## config.mk

```make
export PLATFORM = sky130hd
export DESIGN_NAME = affine_sequencer_flat
export DESIGN_NICKNAME = d
export VERILOG_FILES = /design/src/rtl/affine_sequencer_if.sv /design/src/rtl/affine_sequencer.sv /design/src/flat_wrapper.sv
export SDC_FILE = /design/constraint.sdc
export NUM_CORES = 1
export LEC_CHECK = 0
export CAP_MARGIN = 20
export CORE_ASPECT_RATIO = 0.7
export CORE_MARGIN = 2
export CORE_UTILIZATION = 50
export DETAILED_ROUTE_END_ITERATION = 6
export PLACE_DENSITY = 0.69
export SYNTH_ARGS = -nofsm -noshare
export SYNTH_HDL_FRONTEND = slang
export SYNTH_SLANG_ARGS = --single-unit
export TNS_END_PERCENT = 1
```

## constraint.sdc

```tcl
create_clock -name clk -period 12.5 [get_ports clk]
set_input_delay 3.125 -clock clk [delete_from_list [all_inputs] [get_ports clk]]
set_output_delay 3.125 -clock clk [all_outputs]
set_load 0.01 [all_outputs]
```

## src/rtl/affine_sequencer_if.sv

```systemverilog
// Interface: affine_sequencer_if
// Groups the operator-facing signals of the affine sequencer.
//   sw_data      signed operand from the switches
//   sw_strobe    switch strobe, asynchronous to the block clock
//   led          signed result display
//   ready        sequencer is waiting for an operand
//   busy         sequencer is computing
//   result_valid led shows x2 or y2
//   state_dbg    encoded FSM state, for observation only
//   ovf          (AFFINE_SAT_EN builds only) a displayed result was clipped
// Modports: master drives the switches, slave is the sequencer.
interface affine_sequencer_if #(
    parameter int N = 8
);
    logic signed [N-1:0] sw_data;
    logic                sw_strobe;
    logic signed [N-1:0] led;
    logic                ready;
    logic                busy;
    logic                result_valid;
    logic [2:0]          state_dbg;
`ifdef AFFINE_SAT_EN
    logic                ovf;

    modport master (
        output sw_data, sw_strobe,
        input  led, ready, busy, result_valid, state_dbg, ovf
    );
    modport slave (
        input  sw_data, sw_strobe,
        output led, ready, busy, result_valid, state_dbg, ovf
    );
`else
    modport master (
        output sw_data, sw_strobe,
        input  led, ready, busy, result_valid, state_dbg
    );
    modport slave (
        input  sw_data, sw_strobe,
        output led, ready, busy, result_valid, state_dbg
    );
`endif
endinterface

```

## src/rtl/affine_sequencer.sv

```systemverilog
// Module: affine_sequencer
// Controller for the picoMIPS affine-transform datapath. Captures x1 then y1
// from the switches and computes
//   x2 = B1 + A11*x1 + A12*y1,  y2 = B2 + A21*x1 + A22*y1
// with one time-shared signed multiplier (four product cycles), then shows
// x2 and afterwards y2 on the LEDs.
// Ports:
//   clk    system clock, rising edge
//   reset  asynchronous, active-high reset
//   bus    affine_sequencer_if.slave (switches in, led/status out)
// Handshake: the strobe is a level handshake. A waiting state (ready=1) takes
// the operand when the synchronised strobe is 1 and then waits for it to
// return to 0 before asking for the next operand. The result states
// (result_valid=1) advance from x2 to y2 on strobe=1 and back to operand
// capture on strobe=0. sw_data must be stable >=3 clk before the strobe rises.
// Build option: define AFFINE_SAT_EN to saturate displayed results and add
// the ovf flag; otherwise results wrap to N bits.
module affine_sequencer #(
    parameter int N    = 8,
    parameter int FRAC = 7,
    parameter int A11  = 96,
    parameter int A12  = 64,
    parameter int A21  = -64,
    parameter int A22  = 96,
    parameter int B1   = 5,
    parameter int B2   = 12
) (
    input  logic               clk,
    input  logic               reset,
    affine_sequencer_if.slave  bus
);
    typedef enum logic [2:0] {
        S_GET_X   = 3'd0,
        S_REL_X   = 3'd1,
        S_GET_Y   = 3'd2,
        S_REL_Y   = 3'd3,
        S_COMPUTE = 3'd4,
        S_SHOW_X  = 3'd5,
        S_SHOW_Y  = 3'd6
    } state_t;

    localparam logic signed [N-1:0] C11 = N'(A11);
    localparam logic signed [N-1:0] C12 = N'(A12);
    localparam logic signed [N-1:0] C21 = N'(A21);
    localparam logic signed [N-1:0] C22 = N'(A22);
    localparam logic signed [N+2:0] OFS_X = (N+3)'(B1);
    localparam logic signed [N+2:0] OFS_Y = (N+3)'(B2);
    localparam logic signed [N+2:0] ACC_MAX = (N+3)'((2 ** (N-1)) - 1);
    localparam logic signed [N+2:0] ACC_MIN = (N+3)'(-(2 ** (N-1)));

    state_t              state, state_next;
    logic                sync0, sync1, s;
    logic signed [N-1:0] x1, y1, led_q;
    logic signed [N+2:0] acc_x, acc_y;
    logic [1:0]          step;
    logic signed [N-1:0] coef, operand;
    logic signed [2*N-1:0] product, shifted;
    logic signed [N+2:0] term;

    // Accumulator to display width.
    function automatic logic signed [N-1:0] fmt(input logic signed [N+2:0] a);
`ifdef AFFINE_SAT_EN
        if (a > ACC_MAX)      return N'(ACC_MAX);
        else if (a < ACC_MIN) return N'(ACC_MIN);
        else                  return N'(a);
`else
        return N'(a);
`endif
    endfunction

`ifdef AFFINE_SAT_EN
    logic ovf_q;
    function automatic logic clips(input logic signed [N+2:0] a);
        return (a > ACC_MAX) || (a < ACC_MIN);
    endfunction
    assign bus.ovf = ovf_q;
`endif

    // Two-flop synchroniser for the asynchronous strobe.
    always_ff @(posedge clk or posedge reset) begin
        if (reset) begin
            sync0 <= 1'b0;
            sync1 <= 1'b0;
        end else begin
            sync0 <= bus.sw_strobe;
            sync1 <= sync0;
        end
    end
    assign s = sync1;

    // FSM: state register
    always_ff @(posedge clk or posedge reset) begin
        if (reset) state <= S_GET_X;
        else       state <= state_next;
    end

    // FSM: next state
    always_comb begin
        state_next = state;
        case (state)
            S_GET_X:   if (s)             state_next = S_REL_X;
            S_REL_X:   if (!s)            state_next = S_GET_Y;
            S_GET_Y:   if (s)             state_next = S_REL_Y;
            S_REL_Y:   if (!s)            state_next = S_COMPUTE;
            S_COMPUTE: if (step == 2'd3)  state_next = S_SHOW_X;
            S_SHOW_X:  if (s)             state_next = S_SHOW_Y;
            S_SHOW_Y:  if (!s)            state_next = S_GET_X;
            default:                      state_next = S_GET_X;
        endcase
    end

    // FSM: outputs
    always_comb begin
        bus.ready        = (state == S_GET_X) || (state == S_GET_Y);
        bus.busy         = (state == S_COMPUTE);
        bus.result_valid = (state == S_SHOW_X) || (state == S_SHOW_Y);
    end
    assign bus.state_dbg = state;
    assign bus.led       = led_q;

    // Shared multiplier: steps 0/2 use x1, steps 1/3 use y1.
    always_comb begin
        case (step)
            2'd0:    begin coef = C11; operand = x1; end
            2'd1:    begin coef = C12; operand = y1; end
            2'd2:    begin coef = C21; operand = x1; end
            default: begin coef = C22; operand = y1; end
        endcase
    end
    assign product = coef * operand;
    // Arithmetic shift floors toward minus infinity.
    assign shifted = product >>> FRAC;
    assign term    = (N+3)'(shifted);

    always_ff @(posedge clk or posedge reset) begin
        if (reset) begin
            x1    <= '0;
            y1    <= '0;
            acc_x <= '0;
            acc_y <= '0;
            step  <= '0;
            led_q <= '0;
`ifdef AFFINE_SAT_EN
            ovf_q <= 1'b0;
`endif
        end else begin
            case (state)
                S_GET_X: if (s) x1 <= bus.sw_data;
                S_GET_Y: if (s) y1 <= bus.sw_data;
                S_REL_Y: if (!s) begin
                    acc_x <= OFS_X;
                    acc_y <= OFS_Y;
                    step  <= 2'd0;
`ifdef AFFINE_SAT_EN
                    ovf_q <= 1'b0;
`endif
                end
                S_COMPUTE: begin
                    step <= step + 2'd1;
                    if (step[1]) acc_y <= acc_y + term;
                    else         acc_x <= acc_x + term;
                    // acc_x is final once steps 0 and 1 are done.
                    if (step == 2'd3) begin
                        led_q <= fmt(acc_x);
`ifdef AFFINE_SAT_EN
                        if (clips(acc_x)) ovf_q <= 1'b1;
`endif
                    end
                end
                S_SHOW_X: if (s) begin
                    led_q <= fmt(acc_y);
`ifdef AFFINE_SAT_EN
                    if (clips(acc_y)) ovf_q <= 1'b1;
`endif
                end
                default: ;
            endcase
        end
    end
endmodule

```

## src/flat_wrapper.sv

```systemverilog
// flat-port wrapper written by rule: the top's interface ports become plain ports
module affine_sequencer_flat 
#(
    parameter int N    = 8,
    parameter int FRAC = 7,
    parameter int A11  = 96,
    parameter int A12  = 64,
    parameter int A21  = -64,
    parameter int A22  = 96,
    parameter int B1   = 5,
    parameter int B2   = 12
)
  (clk, reset, bus_sw_data, bus_sw_strobe, bus_led, bus_ready, bus_busy, bus_result_valid, bus_state_dbg);
  affine_sequencer_if #(.N(N)) bus_i ();
  input  logic clk;
  input  logic reset;
  input wire logic [$bits(bus_i.sw_data)-1:0] bus_sw_data;
  input wire logic [$bits(bus_i.sw_strobe)-1:0] bus_sw_strobe;
  output wire logic [$bits(bus_i.led)-1:0] bus_led;
  output wire logic [$bits(bus_i.ready)-1:0] bus_ready;
  output wire logic [$bits(bus_i.busy)-1:0] bus_busy;
  output wire logic [$bits(bus_i.result_valid)-1:0] bus_result_valid;
  output wire logic [$bits(bus_i.state_dbg)-1:0] bus_state_dbg;
  assign bus_i.sw_data = bus_sw_data;
  assign bus_i.sw_strobe = bus_sw_strobe;
  assign bus_led = bus_i.led;
  assign bus_ready = bus_i.ready;
  assign bus_busy = bus_i.busy;
  assign bus_result_valid = bus_i.result_valid;
  assign bus_state_dbg = bus_i.state_dbg;
  affine_sequencer #(.N(N), .FRAC(FRAC), .A11(A11), .A12(A12), .A21(A21), .A22(A22), .B1(B1), .B2(B2)) u_core (.clk(clk), .reset(reset), .bus(bus_i));
endmodule
```

After elaboration in Yosys (flattened, before gate mapping). Index checks and enable logic that the tools add are counted.

Add/subtract/negate cells: 3. Multiply operators: 1. Div/mod/pow operators: 0. Magnitude comparators: 0. Equality and inequality tests: 18. Shift-type cells: 0. Mux-type cells: 21. Bitwise gates (word level): 0. Reduce and logical (&&, ||, !) cells: 14.

Operators with widths (count): two-way mux 11 bit (4); one-hot mux 11 bit (2 select lines) (2); one-hot mux 8 bit (2 select lines) (2); two-way mux 8 bit (3); adder 11 x 9 -> 11 bit (2); two-way mux 3 bit (7); one-hot mux 3 bit (7 select lines) (1); multiplier 8 x 8 -> 16 bit (1); inequality test 2 x 1 -> 1 bit (second input constant) (5); == test 3 bit (second input constant) (3); AND reduction 3 bit (3); inequality test 2 bit (second input constant) (4); AND reduction 7 bit (1); == test 3 x 2 -> 1 bit (second input constant) (2); AND reduction 2 bit (3); == test 2 bit (second input constant) (2); one-hot mux 2 bit (2 select lines) (1); nonzero test 2 bit (2); == test 3 x 1 -> 1 bit (second input constant) (1); logical NOT 3 bit (1); adder 2 x 1 -> 2 bit (second input constant) (1); == test 2 x 1 -> 1 bit (second input constant) (1); logical NOT 2 bit (1); logical OR 1 bit (2); other kinds (2) (2).

Flip-flop bits (word level): 53. Latch bits: 0. RAM bits: 0. Memory bits (read-only): 0. Input bits: 11. Memories kept: 0.

Longest topological paths before layout.
Depth after elaboration: 7. Mapped depth: 24.

Least setup slack after synthesis. OpenSTA, ideal clock, no wires.

Path type: reg-to-reg. Start: register u_core.step[0]. End: register u_core.acc_x[7]. Arrival: 5.739 ns. Required time: 12.371 ns. Path slack: 6.631 ns. Cell stages (with the launch flop): 24. Path buffers: 1. Cell sequence: dfrtp_1 > inv_1 > ha_1 > clkbuf_1 > nor2_1 > mux2_2 > fa_1 > inv_1 > fa_1 > inv_1 > fa_1 > inv_1 > fa_1 > inv_1 > ha_1 > a21o_1 > a21oi_1 > xnor2_1 > ha_1 > a21o_1 > a31oi_1 > xor2_1 > o211ai_1 > o31ai_1.

Longest elaborated chain between the ends: 7. Elaborated cells on any way between the ends: 10. Classes of those cells: add/sub: 1; mul: 1; eq/ne: 2; mux: 4; reduce/logical: 2.

RTL lines: start, declared (line affine_sequencer.sv:55) `logic [1:0] step;`; start signal, assigned (line affine_sequencer.sv:159) `step <= step + 2'd1;`; == test 2 bit or logical NOT 2 bit (tied branches) (line affine_sequencer.sv:123) `case (step)`; OR reduction 2 bit (no source line); two-way mux 8 bit (line affine_sequencer.sv:123); multiplier 8 x 8 -> 16 bit * (line affine_sequencer.sv:130) `assign product = coef * operand;`; adder 11 x 9 -> 11 bit * (line affine_sequencer.sv:161) `else acc_x <= acc_x + term;`; two-way mux 11 bit * (line affine_sequencer.sv:160) `if (step[1]) acc_y <= acc_y + term;`; one-hot mux 11 bit (2 select lines) * (line affine_sequencer.sv:147) `case (state)`; end signal, assigned (line affine_sequencer.sv:161); end, declared (line affine_sequencer.sv:54) `logic signed [N+2:0] acc_x, acc_y;`.

Every way passes the cells marked *; elsewhere a longest branch is shown, timed or not. The select of a mux whose other input is x is not followed. A chain may end at the register's enable or synchronous reset.

Worst setup path after layout.
Start: register u_core.step[0]. End: register u_core.acc_y[7].

Longest elaborated chain between the ends: 7. Elaborated cells on any way between the ends: 10. Classes of those cells: add/sub: 1; mul: 1; eq/ne: 2; mux: 4; reduce/logical: 2.

RTL lines (line): == test 2 bit or logical NOT 2 bit (tied branches) (affine_sequencer.sv:123); OR reduction 2 bit (no source line); two-way mux 8 bit (affine_sequencer.sv:123); multiplier 8 x 8 -> 16 bit * (affine_sequencer.sv:130); adder 11 x 9 -> 11 bit * (affine_sequencer.sv:160); two-way mux 11 bit * (affine_sequencer.sv:160); one-hot mux 11 bit (2 select lines) * (affine_sequencer.sv:147); end signal, assigned (affine_sequencer.sv:160); end, declared (affine_sequencer.sv:54).

Marked as above.

==> out/results.ini <==
[global_routing]
initial_antenna_violation_count=0
grt_pass1_wl_um=11800
busiest_layer=met2
grt.met2_usage_pct=29.1
global_route.usage.total_pct=19.4
globalRoute.totalOverflow=0
first_global_vias=2400
grt_max_degree=48
global_route_track_usage_on_met3_pct=4.02
met1_usage_pct=29.0

[setup_path]
start_kind=flip-flop
path_buf_inv=5
timing.critical_path.arrival_ns=6.43
timing.critical_path.slowest_cell_delay_ns=0.56
slowest_stage=nor2_1
cp_data_required_time_ns=12.71
cp_top_family=adder cells
critPathCaptureType=flip-flop
timing_worst_setup_path_type=reg2reg
worstPathCellList=inv_1 -> ha_1 -> nor2_1 -> mux2_2 -> fa_1 -> inv_1 -> fa_1 -> inv_1 -> fa_1 -> inv_1 -> fa_1 -> inv_1 -> ha_1 -> a21o_1 -> a21oi_1 -> xnor2_1 -> ha_1 -> a21o_1 -> a31oi_1 -> xor2_1 -> o211ai_1 -> o31ai_1
worst-r2r-setup-slack_ns=6.28
critical_path.max_fanout=9
critical_path.most_common_cell=inv_1

[synthesis]
synth_area_mm2=0.00367
synth_top_area_cell=dfrtp_1
synth_top_area_share_pct=32.0
syn_inst_count=348
post_synth_edffs=0
synth_warnings=0
synth.top_cells.by_area=dfrtp_1 (32%), fa_1 (15%), ha_1 (11%), mux2_2 (5.5%), inv_1 (5.0%)
synth_sequential_area_ratio_pct=32.0
synth_fp_nets=420
synth_common_cells=inv_1 (49), dfrtp_1 (47), ha_1 (33)
postSynth.asyncResetShare_pct=100
synth.ff_latch_count=47
synth_cell_types=37
postSynthAreaPerCell_um2=10.6
synth_ff_type=dfrtp_1
most_repeated_cell_in_the_gate_level_netlist_after_synthesis=inv_1

[floorplan]
initial_utilization_pct=50.9
dieWidth_um=106
dieHeight_um=75.7
placementRows=26
coreArea_mm2=0.00722
floorplan.die_area_mm2=0.00806
top_level_i_o_count=25

[final_layout]
area.growth.synth_to_final_pct=12.1
final_net_count=444
drive_above_1_share_pct=9.12
fin_util_pct=57.0
diodes=0
filler_cell_count=625

[sta]
final-hold-violation-count=0
final.setup.tns_ns=0
period_share_pct=49.7
finalMaxSlewViolations=0
slew-limit-headroom_pct=53.5
fin_worst_skew_ns=0.00850
worst_slew_pin_slew_ns=0.692
finalSetupViolations=0
grt_setup_unrepaired=false
timing.final.crit_period_ns=6.22
max_clock_freq_mhz=161

[outcome]
outcome=completed

[route]
drt-pass1-iter-count=5
route.detailed.drc=0
dr_total_vias=2402
via_per_inst=5.10
detailedRoute.firstIterationViolations=88
wl_um=7010
drtAntennaViolNets=0
route.detailed.wl_per_inst_um=14.9

[cts]
clock_path_buffers=2
cts_repair_resize_count=0
cts_buffers=5
post_cts.repair.setup_buffers=0
htree_levels=2
cts_root_cell=clkbuf_8
cts_tree=yes
clock_pin_slew_worst_setup_and_hold_paths_ns=0.09
ctsHoldBuffers=0
clock_latency_ns=0.31
cts.sinks=47

[min_path]
hold_path_class=reg2reg

[placed_design]
hpwlAfterDp_um=5580
gpl.final_weighted_congestion=0.817
port_buffers=24

[run]
drv.max_cap_violation_count=0

[sequential cells by signal (all words and copies together), names as in the netlist]
| signal | flops |
|---|---|
| u_core.x1 | 8 |
| u_core.s | 1 |
| u_core.bus.state_dbg | 3 |
| u_core.bus.led | 8 |
| u_core.y1 | 8 |
| u_core.acc_y | 8 |
| u_core.sync0 | 1 |
| u_core.step | 2 |
| u_core.acc_x | 8 |
[layer usage]
metal  vias to the layer above  part of all wire (%)
li1                       1202                     -
met1                      1156                    53
met2                        39                    43
met3                         5                   3.7
met4                         0                  0.94
met5                         -                     0
[cell families (layout without fill, tap and decap cells)]
family	after synthesis	after routing	share of synthesized area, %
xor+xnor	24	24	6.47
compound gates	60	60	9.37
mux	35	35	10.6
buf+inv	58	83	6.16
fa+ha+maj	61	61	26.5
flops	47	47	32.0
simple gates	63	63	8.86
[metrics by stage]
| step | hold slack, ns | cells | area, um^2 | setup slack [ns] |
|---|---|---|---|---|
| after global routing | 0.363 | 471 | 4120 | 5.76 |
| after CTS | 0.361 | 469 | 4090 | 6.26 |
| final | 0.359 | 471 | 4120 | 6.28 |
| after floorplan | 0.331 | 348 | 3670 | 6.63 |
| after detailed placement | 0.340 | 461 | 3990 | 6.28 |
| after global placement | 0.339 | 461 | 3990 | 6.49 |
[layout by cell type (no fill, tap or decap), types with 6 or more instances in the layout]
cell type         n
inv_1            48
dfrtp_1          47
ha_1             33
fa_1             28
o21ai_1          24
clkdlybuf4s50_1  24
mux2_2           18
nand2_1          15
a21oi_1          14
mux2i_1          12
nor2_1           11
xor2_1           11
xnor2_1          11
nand3_1          10
a21o_1            9
and2_1            8
nor2b_1           6
clkbuf_8          6
[path summary, 6_finish.rpt]
kind	from	endpoint	depth (start not counted)
worst min register to register	u_core.sync0$_DFF_PP0_	u_core.s$_DFF_PP0_	0
worst max-delay path	u_core.step[0]$_DFFE_PP0P_	u_core.acc_y[7]$_DFFE_PP0P_	22
min in group asynchronous	reset	u_core.sync0$_DFF_PP0_	2
worst max register to register	u_core.step[0]$_DFFE_PP0P_	u_core.acc_y[7]$_DFFE_PP0P_	22
worst min-delay path	u_core.sync0$_DFF_PP0_	u_core.s$_DFF_PP0_	0
max in group asynchronous	reset	u_core.acc_x[7]$_DFFE_PP0P_	3
[final cells by class]
class,count,area (um^2),area share (%)
clock buffer,6,82.6,2.01
clock inverter,2,13.8,0.334
inverter,49,184,4.47
multi-input combinational,243,2270,55.2
sequential,47,1180,28.6
tap,98,123,2.98
timing repair buffer,26,268,6.50
Power is left out: the tool's default activity adds up to more than one toggle a clock period on the data nets, which glitch-free logic cannot reach.
